==> src/rtl/histogram_equalizer_lut.sv <==
// Post-frame histogram equalization: sweeps the histogram, builds the CDF,
// writes one 8-bit mapping per grey level into the LUT, then clears the histogram.
module histogram_equalizer_lut #(
  parameter int PIXEL_COUNT = 307200
) (
  input  logic        iClk,
  input  logic        iRst,
  input  logic        iStart,
  output logic        oBusy,
  output logic        oDone,
  output logic [7:0]  oHistAddr,
  input  logic [19:0] iHistData,
  output logic [7:0]  oLutAddr,
  output logic [7:0]  oLutData,
  output logic        oLutWe,
  output logic        oClearRam
);

  typedef enum logic [2:0] {IDLE, READ, ACC, DIV, WRITE, CLEAR} stateT;

  localparam logic [19:0] PIX     = 20'(PIXEL_COUNT);
  localparam logic [19:0] CDF_MAX = '1;

  stateT       state;
  logic [19:0] cdf, cdfMin, denom, rem;
  logic        found;
  logic [7:0]  bin, divLow, clrCnt;
  logic [6:0]  quot;
  logic [2:0]  divCnt;

  logic [20:0] sum;
  logic [19:0] cdfNext, cdfMinNext, denomNext, diff, numNext, remSub, remNext;
  logic        foundNext, qBit;
  logic [27:0] dividend;
  logic [20:0] trial;
  logic [7:0]  qNext;

  // Next-state values for the ACC step, then one restoring-division step.
  always_comb begin
    sum        = {1'b0, cdf} + {1'b0, iHistData};
    cdfNext    = sum[20] ? CDF_MAX : sum[19:0];
    foundNext  = found | (iHistData != '0);
    cdfMinNext = (!found && iHistData != '0) ? iHistData : cdfMin;
    denomNext  = PIX - cdfMinNext;
    diff       = cdfNext - cdfMinNext;
    numNext    = '0;
    if (foundNext) numNext = (diff > denomNext) ? denomNext : diff;
    // num*255 = (num<<8) - num; quotient fits 8 bits since num <= denom
    dividend   = ({8'b0, numNext} << 8) - {8'b0, numNext} + {8'b0, 20'(denomNext >> 1)};

    trial   = {rem, divLow[7]};
    qBit    = trial >= {1'b0, denom};
    remSub  = {rem[18:0], divLow[7]} - denom;
    remNext = qBit ? remSub : trial[19:0];
    qNext   = {quot, qBit};
  end

  // NOTE: sequential state uses non-blocking assignments so every register
  // samples pre-edge values regardless of statement order.
  always_ff @(posedge iClk) begin
    if (iRst) begin
      state     <= IDLE;
      cdf       <= '0;
      cdfMin    <= '0;
      found     <= 1'b0;
      bin       <= '0;
      denom     <= '0;
      rem       <= '0;
      divLow    <= '0;
      quot      <= '0;
      divCnt    <= '0;
      clrCnt    <= '0;
      oBusy     <= 1'b0;
      oDone     <= 1'b0;
      oHistAddr <= '0;
      oLutAddr  <= '0;
      oLutData  <= '0;
      oLutWe    <= 1'b0;
      oClearRam <= 1'b0;
    end else begin
      oDone  <= 1'b0;
      oLutWe <= 1'b0;
      case (state)
        IDLE: if (iStart) begin
          state     <= READ;
          bin       <= '0;
          cdf       <= '0;
          cdfMin    <= '0;
          found     <= 1'b0;
          oBusy     <= 1'b1;
          oHistAddr <= '0;
        end
        READ: state <= ACC;
        ACC: begin
          cdf    <= cdfNext;
          cdfMin <= cdfMinNext;
          found  <= foundNext;
          denom  <= denomNext;
          rem    <= dividend[27:8];
          divLow <= dividend[7:0];
          divCnt <= '0;
          state  <= DIV;
        end
        DIV: begin
          rem    <= remNext;
          divLow <= {divLow[6:0], 1'b0};
          quot   <= qNext[6:0];
          divCnt <= divCnt + 3'd1;
          if (divCnt == 3'd7) begin
            state    <= WRITE;
            oLutWe   <= 1'b1;
            oLutAddr <= bin;
            oLutData <= (denom == '0) ? bin : qNext;
          end
        end
        WRITE: if (bin == 8'd255) begin
          state     <= CLEAR;
          oClearRam <= 1'b1;
          clrCnt    <= '0;
        end else begin
          bin       <= bin + 8'd1;
          oHistAddr <= bin + 8'd1;
          state     <= READ;
        end
        CLEAR: if (clrCnt == 8'd255) begin
          state     <= IDLE;
          oClearRam <= 1'b0;
          oBusy     <= 1'b0;
          oDone     <= 1'b1;
        end else begin
          clrCnt <= clrCnt + 8'd1;
        end
        default: state <= IDLE;
      endcase
    end
  end

endmodule

==> config.mk <==
export PLATFORM = sky130hd
export DESIGN_NAME = histogram_equalizer_lut
export DESIGN_NICKNAME = d
export VERILOG_FILES = /design/src/rtl/histogram_equalizer_lut.sv
export SDC_FILE = /design/constraint.sdc
export NUM_CORES = 1
export LEC_CHECK = 0
export ABC_AREA = 1
export CORE_UTILIZATION = 35
export DETAILED_ROUTE_END_ITERATION = 6
export PLACE_DENSITY = 0.54
export RECOVER_POWER = 100
export SYNTH_ARGS = -nofsm -noshare
export SYNTH_HDL_FRONTEND = slang
export SYNTH_SLANG_ARGS = --single-unit
export TNS_END_PERCENT = 20
==> constraint.sdc <==
create_clock -name iClk -period 10.7 [get_ports iClk]
set_clock_uncertainty 0.15 [all_clocks]
set_input_delay 1.07 -clock iClk [delete_from_list [all_inputs] [get_ports iClk]]
set_output_delay 1.07 -clock iClk [all_outputs]
set_load 0.01 [all_outputs]
==> Word-level counts from Yosys, hierarchy flattened <==
Index checks and enable logic that the tools add are counted.
{ "word_totals": {"ff_bits": 138, "inputBits": 23, "out_inout_bits": 28, "word_cells": 96} }
{ "classes": {"addsub": 9, "n_lt_le_gt_ge": 2, "eq_ne": 14, "n_mux": 32, "bitwise_logic": 3, "n_reduce_logical": 19} }
{ "op_table": {"columns": ["cell", "n"], "rows": [
  ["2-to-1 mux 20 bit", 6],
  ["one-hot mux 20 bit (2 select lines)", 3],
  ["one-hot mux 8 bit (2 select lines)", 3],
  ["2-to-1 mux 8 bit", 5],
  ["subtractor 20 bit", 2],
  ["adder 28 x 19 -> 28 bit", 1],
  ["subtractor 28 x 20 -> 28 bit", 1],
  ["adder 20 x 20 -> 21 bit", 1],
  [">= comparator 21 x 20 -> 1 bit", 1],
  ["greater-than comparator 20 bit", 1],
  ["zero test 20 bit", 1],
  ["nonzero test 20 bit", 1],
  ["subtractor 19 x 20 -> 20 bit, first input constant", 1],
  ["one-hot mux 3 bit (6 select lines)", 1],
  ["adder 8 x 1 -> 8 bit, second input constant", 2],
  ["== test 8 bit, second input constant", 2],
  ["AND reduction 3 bit", 5],
  ["2-to-1 mux 3 bit", 4],
  ["!= test 2 bit, second input constant", 6],
  ["nonzero test 2 bit", 5],
  ["== test 3 bit, second input constant", 3],
  ["== test 3 x 2 -> 1 bit, second input constant", 2],
  ["2-to-1 mux 1 bit", 6],
  ["one-hot mux 1 bit (2 select lines)", 3],
  ["10 further kinds", 13]
]} }

==> Depth between registers and ports, before layout <==
Gate-level depths: netlist of the first run.
{ "logic_depth": {"word_depth": 10, "ltp_mapped": 58, "depth_no_buf": 57} }

==> Worst setup path before layout of the first run <==
OpenSTA, ideal clock, no wires.
{ "synth_timing": {"path_type": "input-to-reg", "start": "input port iHistData[0]", "end": "register rem[13]", "setup_ns": 0.116, "arrival_time_ns": 8.623, "required_time_ns": 10.434, "path_slack_ns": 1.811, "cell_stages": 52, "path_buffers": 2, "cell_sequence": "ha_1 > inv_1 > fa_1 > nor2_1 > o21ai_0 > nand2_1 > and3_1 > nor2_1 > clkbuf_1 > clkinv_1 > or2_2 > ha_1 > a21oi_1 > o21ai_0 > a21o_1 > a31oi_1 > o21ai_0 > a21oi_1 > [16 not listed] > fa_1 > nand3_1 > nand2_1 > nand2_1 > inv_1 > o21ai_0 > nand2_1 > nand2_1 > nand2_1 > a21oi_1 > o21ai_0 > nand2_1 > nand2_1 > or2_2 > nand3_1 > nand3_1 > o211ai_1 > inv_1"} }
{ "synth_between": {"elab_chain_cells": 10, "elab_cells_between_ends": 14, "cone_classes": "add/sub (5); order compare (1); mux (5); bitwise (1); reduce/logical (2)"} }
{ "synth_rtl": {"columns": ["item", "line_no", "source"], "rows": [
  ["start: declaration", "12", "input logic [19:0] iHistData,"],
  ["parallel branches: the longest is 8 deep, another holds subtractor 28 x 20 -> 28 bit", null, null],
  ["adder 28 x 19 -> 28 bit *", "49", "dividend = ({8'b0, numNext} << 8) - {8'b0, numNext} + {8'b0, 20'(denomNext >> 1)};"],
  ["one-hot mux 20 bit (2 select lines) *", "83", "case (state)"],
  ["end signal: assignment", "99", "rem <= dividend[27:8];"],
  ["end signal: assignment", "105", "rem <= remNext;"],
  ["end: declaration", "25", "logic [19:0] cdf, cdfMin, denom, rem;"]
]} }
Mark *: on every way between the ends.
A chain may end at the register's enable or synchronous reset.

==> Worst setup path after layout of the first run <==
{ "layout_timing": {"start": "input port iHistData[0]", "end": "register rem[17]"} }
Same word-level chain as after synthesis.

==> results of run 1 <==
==> flip-flops by register name (all words and copies together) (netlist names), 3 cells and up <==
signal	cells
rem	20
state	3
denom	20
divCnt	3
oLutAddr	8
clrCnt	8
bin	8
cdfMin	20
quot	7
divLow	8
oLutData	8
cdf	20
==> cell type report <==
type | count | area, µm² | area share
well taps | 448 | 561 | 0.0419
inverters | 232 | 871 | 0.0650
clock buffers | 17 | 425 | 0.0318
flip-flops and latches | 138 | 2760 | 0.206
clock inverters | 15 | 145 | 0.0108
multi-input cells | 1337 | 8040 | 0.600
repair buffers | 65 | 589 | 0.0440
==> worst min-delay path, cell delays in order (launching register included) <==
cell	delay (ns)
dfxtp_1	0.31
nand2_1	0.06
a21oi_1	0.05
==> repair_timing <==
action                     CTS  global route
hold endpoints to repair     0             0
gates resized for setup      0             5
setup endpoints to repair    0             9
==> metrics by stage <==
stage | utilization | hold WS, ns | setup WS [ns]
final | 0.400 | 0.320 | 1.00
after global routing | 0.400 | 0.339 | 0.0491
after CTS | 0.401 | 0.317 | 0.757
after detailed placement | 0.384 | 0.307 | 0.329
after global placement | 0.384 | 0.304 | 0.519
after floorplan | - | 0.293 | 1.81
==> layout by cell type, fill, tap and decap left out, types with 5 or more instances in the layout <==
master / Yosys / layout
a21o_1: 12 / 12
a21oi_1: 160 / 160
a31oi_1: 28 / 28
a32o_1: 14 / 14
buf_4: 0 / 10
clkbuf_1: 39 / 5
clkbuf_16: 0 / 17
clkdlybuf4s50_1: 0 / 20
clkinv_1: 6 / 6
dfxtp_1: 138 / 138
dlygate4sd3_1: 0 / 29
fa_1: 15 / 15
ha_1: 119 / 119
inv_1: 215 / 216
inv_2: 11 / 10
inv_6: 0 / 6
inv_8: 0 / 5
nand2_1: 334 / 334
nand2_2: 19 / 19
nand2_4: 11 / 11
nand3_1: 115 / 115
nand4_1: 19 / 19
nor2_1: 155 / 152
nor2_2: 5 / 8
nor3_1: 19 / 19
nor4_1: 8 / 7
o211ai_1: 20 / 20
o21ai_0: 136 / 135
o21ai_1: 5 / 6
o21bai_1: 7 / 7
o32ai_1: 9 / 9
or2_2: 20 / 20
xnor2_1: 19 / 19
xor2_1: 44 / 44
==> worst max path at each step <==
stage                         end  cells after the start
after global placement    rem[16]                     46
after CTS                 rem[17]                     51
after detailed placement  rem[17]                     51
final                     rem[17]                     51
after global routing      rem[12]                     49
after floorplan           rem[13]                     52
==> Yosys cell counts (2+ instances only) <==
library cell / n
xor2_2: 2
fa_1: 15
o31ai_1: 2
nand3_1: 115
dfxtp_1: 138
clkinv_1: 6
nor2_1: 155
o221ai_1: 4
a21oi_4: 2
o211ai_1: 20
nand2_2: 19
a21oi_1: 160
o2111ai_1: 3
inv_1: 215
nand2_1: 334
or2_2: 20
a32o_1: 14
a31oi_1: 28
o32ai_1: 9
buf_2: 5
xnor2_1: 19
o21a_1: 2
o21ai_0: 136
nor3_1: 19
ha_1: 119
a21o_1: 12
a221oi_1: 2
nor2_4: 4
nand4_1: 19
a211oi_1: 2
o21bai_1: 7
xor2_1: 44
o21ai_1: 5
nand3b_1: 4
nand2_4: 11
nor3b_1: 2
nor2_2: 5
inv_2: 11
and3_1: 2
buf_6: 2
nor4_1: 8
clkbuf_1: 39
and2_1: 4
==> cells by family after synthesis <==
logic type               after synthesis
flip-flops                           138
adder cells (fa/ha/maj)              134
AO/OA/AOI/OAI                        413
AND/OR/NAND/NOR                      725
buffers and inverters                279
XOR/XNOR                              65
==> per-layer routing <==
layer,GRT usage,part of all wire,up-vias
met5,0,0,-
met2,0.343,0.45,225
li1,-,-,5982
met4,0.0597,0.019,0
met1,0.292,0.49,5260
met3,0.0282,0.039,44
==> impl_metrics.toml, run 1 <==
[cells_and_area]
areaGrowthSynthToFinish_pct = 12.8
drive_above_1_share = 0.0693
n_antenna_cell = 0
nFillCells = 3566
final_area_um2 = 13400
stdcell_count = 2252
nets = 1948

[logic_synthesis]
yosys.area_share.adder = 0.151
synth_area_per_cell_um2 = 6.77
synth_cell_types = 53
synth_cells = 1754
async_reset_ff_frac = 0
synth_compound_area_frac = 0.202
yosysSeqAreaShare = 0.233
synthFlopType = "dfxtp_1"
synth_area_leader_cell = "dfxtp_1"
synth_top_family_by_area = "simple AND/OR/NAND/NOR gates"
netlist_area_um2 = 11900
synth_edf_count = 0
synth_top_area_share = 0.233
synth-seq-cells = 138
ys_top_cells_by_area = "dfxtp_1, ha_1, nand2_1"
syn_nets = 1911
synth_xor_xnor_area_share = 0.0492
synthSimpleGateAreaFrac = 0.274
synth.yosys.warnings = 0
synth_mux_area_frac = 0

[global_routing]
grt_pass1_vias = 10900
antenna_found_initial = 0
grt_max_degree = 65
overflow = 0
grt_usage = 0.212
grt_pass1_wl_mm = 57.3

[place]
placed_cell_area_um2 = 12800
place_inst = 2220
dp_hpwl_mm = 28.1
place.port_buffers = 50
gp_congestion = 0.889

[sta]
rsz0062_at_grt = "no"
finalHoldViolCount = 0
slew_headroom = -1.18
drv_slew = 162
post-route-min-period_ns = 9.70
post-route-period-util = 0.906
fin_tns_setup_ns = 0
fmax_mhz = 103
setup_violations = 0
worst_pin_slew_ns = 3.26

[critical_path]
cp_max_fo = 26
r2r_cells = 50
cpPeakStageDelay_ns = 0.50
critical_path_required_ns = 10.88
crit_path_start_kind = "primary input"
r2r-end = "rem[17]"
crit_top_cell = "nand2_1"
path_class = "primary input to register"
cp_data_arrival_time_ns = 9.88
worst_path_max_delay_cell = "clkdlybuf4s50_1"
regToRegStartpoint = "cdf[0]"
end_kind = "register"
startpoint = "iHistData[0]"
crit_buf_inv = 9
critical-path-top-delay-family = "simple AND/OR/NAND/NOR gates"
rrSetupSlack_ns = 1.89

[clocking]
clk_pin_slew_worst_paths_ns = 0.07
clock_latency_ns = 0.44
cts.sinks = 138
post-cts-setup-buffers = 0
cts_max_level = 4
cts_hold_buf = 0
cts.path.max_buffers = 2
cts_buffers = 17
cts_tree = "done"
clockRootBuffer = "clkbuf_16"

[worst_hold_path]
hold_path.startpoint = "divLow[5]"
min_to = "divLow[5]"
worstHoldPathCells = 2
hp-class = "register to register"

[drt]
first_pass_iters = 7
wl_per_cell_um = 15.8
viasPerCell = 5.11
routed_wl_mm = 35.6
vias = 11500
antenna_left = 0
drc = 2
drtIter0Drc = 781

[floorplanning]
num_rows = 67
coreArea_um2 = 33400
die_y_um = 186
design.die.area_um2 = 34700
die_w_um = 186
initial_utilization = 0.355
io_pins = 51

[status]
status = "complete, but fails checks"
violations = "DRC, capacitance limit, slew limit"

[run]
drv_cap = 3
Power of run 1 is left out: the tool's default activity adds up to more than one toggle a clock period on the data nets, which glitch-free logic cannot reach.
==> inputs of run 2 (changes only) <==
CORE_UTILIZATION = 40   (was 35)
PLACE_DENSITY = 0.6   (was 0.54)
==> impl_metrics.toml, run 2 (synthesis gave the netlist of run 1 again) <==
[status]
status = "complete, but fails checks"
violations = "capacitance limit, slew limit"

[clocking]
clockRootBuffer = "clkbuf_16"
clock_latency_ns = 0.44
cts_max_level = 4
post-cts-setup-buffers = 0
cts.sinks = 138
cts_tree = "done"
cts_hold_buf = 0
clk_pin_slew_worst_paths_ns = 0.07
cts_resized = 0
cts_buffers = 17
cts.path.max_buffers = 2

[floorplanning]
die_y_um = 174
io_pins = 51
coreArea_um2 = 28900
num_rows = 62
design.die.area_um2 = 30400
die_w_um = 174
initial_utilization = 0.410

[global_routing]
grt_pass1_wl_mm = 56.8
overflow = 0
grt_pass1_vias = 11000
grt_usage = 0.233
grt_max_degree = 65
antenna_found_initial = 0

[cells_and_area]
areaGrowthSynthToFinish_pct = 12.1
layout_commonest_cell = "nand2_1"
nets = 1947
final_area_um2 = 13300
multi_input_area_um2 = 8030
drive_above_1_share = 0.0666
stdcell_count = 2187
register_area_um2 = 2760
n_antenna_cell = 0
mostFrequentLayoutCells = "nand2_1, inv_1, a21oi_1"
nFillCells = 3023

[critical_path]
worst_path_max_delay_cell = "clkdlybuf4s50_1"
critical-path-top-delay-family = "simple AND/OR/NAND/NOR gates"
crit_path_start_kind = "primary input"
crit_buf_inv = 7
cp_data_arrival_time_ns = 9.93
end_kind = "register"
cpPeakStageDelay_ns = 0.62
crit_top_cell = "nand2_1"
cp_max_fo = 6
path_class = "primary input to register"
critical_path_required_ns = 10.86

[drt]
wl_per_cell_um = 15.8
first_pass_iters = 5
antenna_left = 0
vias = 11500
viasPerCell = 5.28
routed_wl_mm = 34.6
drtIter0Drc = 690
drc = 0

[place]
placed_cell_area_um2 = 12700
dp_hpwl_mm = 27.1
gp_congestion = 0.899
place_inst = 2155
place.port_buffers = 50

[sta]
slew_headroom = -1.03
setup_violations = 0
drv_slew = 141
rsz0062_at_grt = "no"
post-route-min-period_ns = 9.77
finalHoldViolCount = 0
fin_tns_setup_ns = 0
post-route-period-util = 0.913
worst_pin_slew_ns = 3.05
fmax_mhz = 102

[run]
drv_cap = 3

[worst_hold_path]
hp-class = "register to register"
[run 2: metrics by stage]
| stage | setup WS, ns | util | hold WS, ns |
|---|---|---|---|
| after floorplan | 1.81 | - | 0.293 |
| after global placement | 0.348 | 0.440 | 0.304 |
| after detailed placement | 0.321 | 0.440 | 0.310 |
| after CTS | 0.747 | 0.461 | 0.323 |
| after global routing | 0.0193 | 0.460 | 0.341 |
| final | 0.931 | 0.460 | 0.317 |
[run 2: layout make-up]
class,count,area share
well taps,384,0.0361
inverters,232,0.0655
clock buffers,18,0.0330
repair buffers,64,0.0434
multi-input cells,1337,0.603
clock inverters,14,0.0112
flip-flops and latches,138,0.208
[run 2: worst paths after layout]
| path | endpoint | cells past startpoint | start | slack [ns] |
|---|---|---|---|---|
| setup / recovery | rem[13] | 51 | iHistData[0] | 0.93 |
| hold / removal | oLutData[0] | 2 | oLutData[0] | 0.32 |
| setup reg to reg | rem[13] | 50 | cdf[0] | 1.90 |
| hold reg to reg | oLutData[0] | 2 | oLutData[0] | 0.32 |
[run 2: metal layers]
layer  GRT usage  up-vias  routed length [µm]
met5           0        -                   0
met4      0.0607        0                 531
met3      0.0271       29                1280
met2       0.384      211               15800
met1       0.319     5324               16900
li1            -     5984                   -
[run 2: worst min-delay path, cell delays in order, from the launching register on]
cell	delay [ns]
dfxtp_1	0.31
nand2_1	0.06
a21oi_1	0.05
Power of run 2 is left out for the same reason.
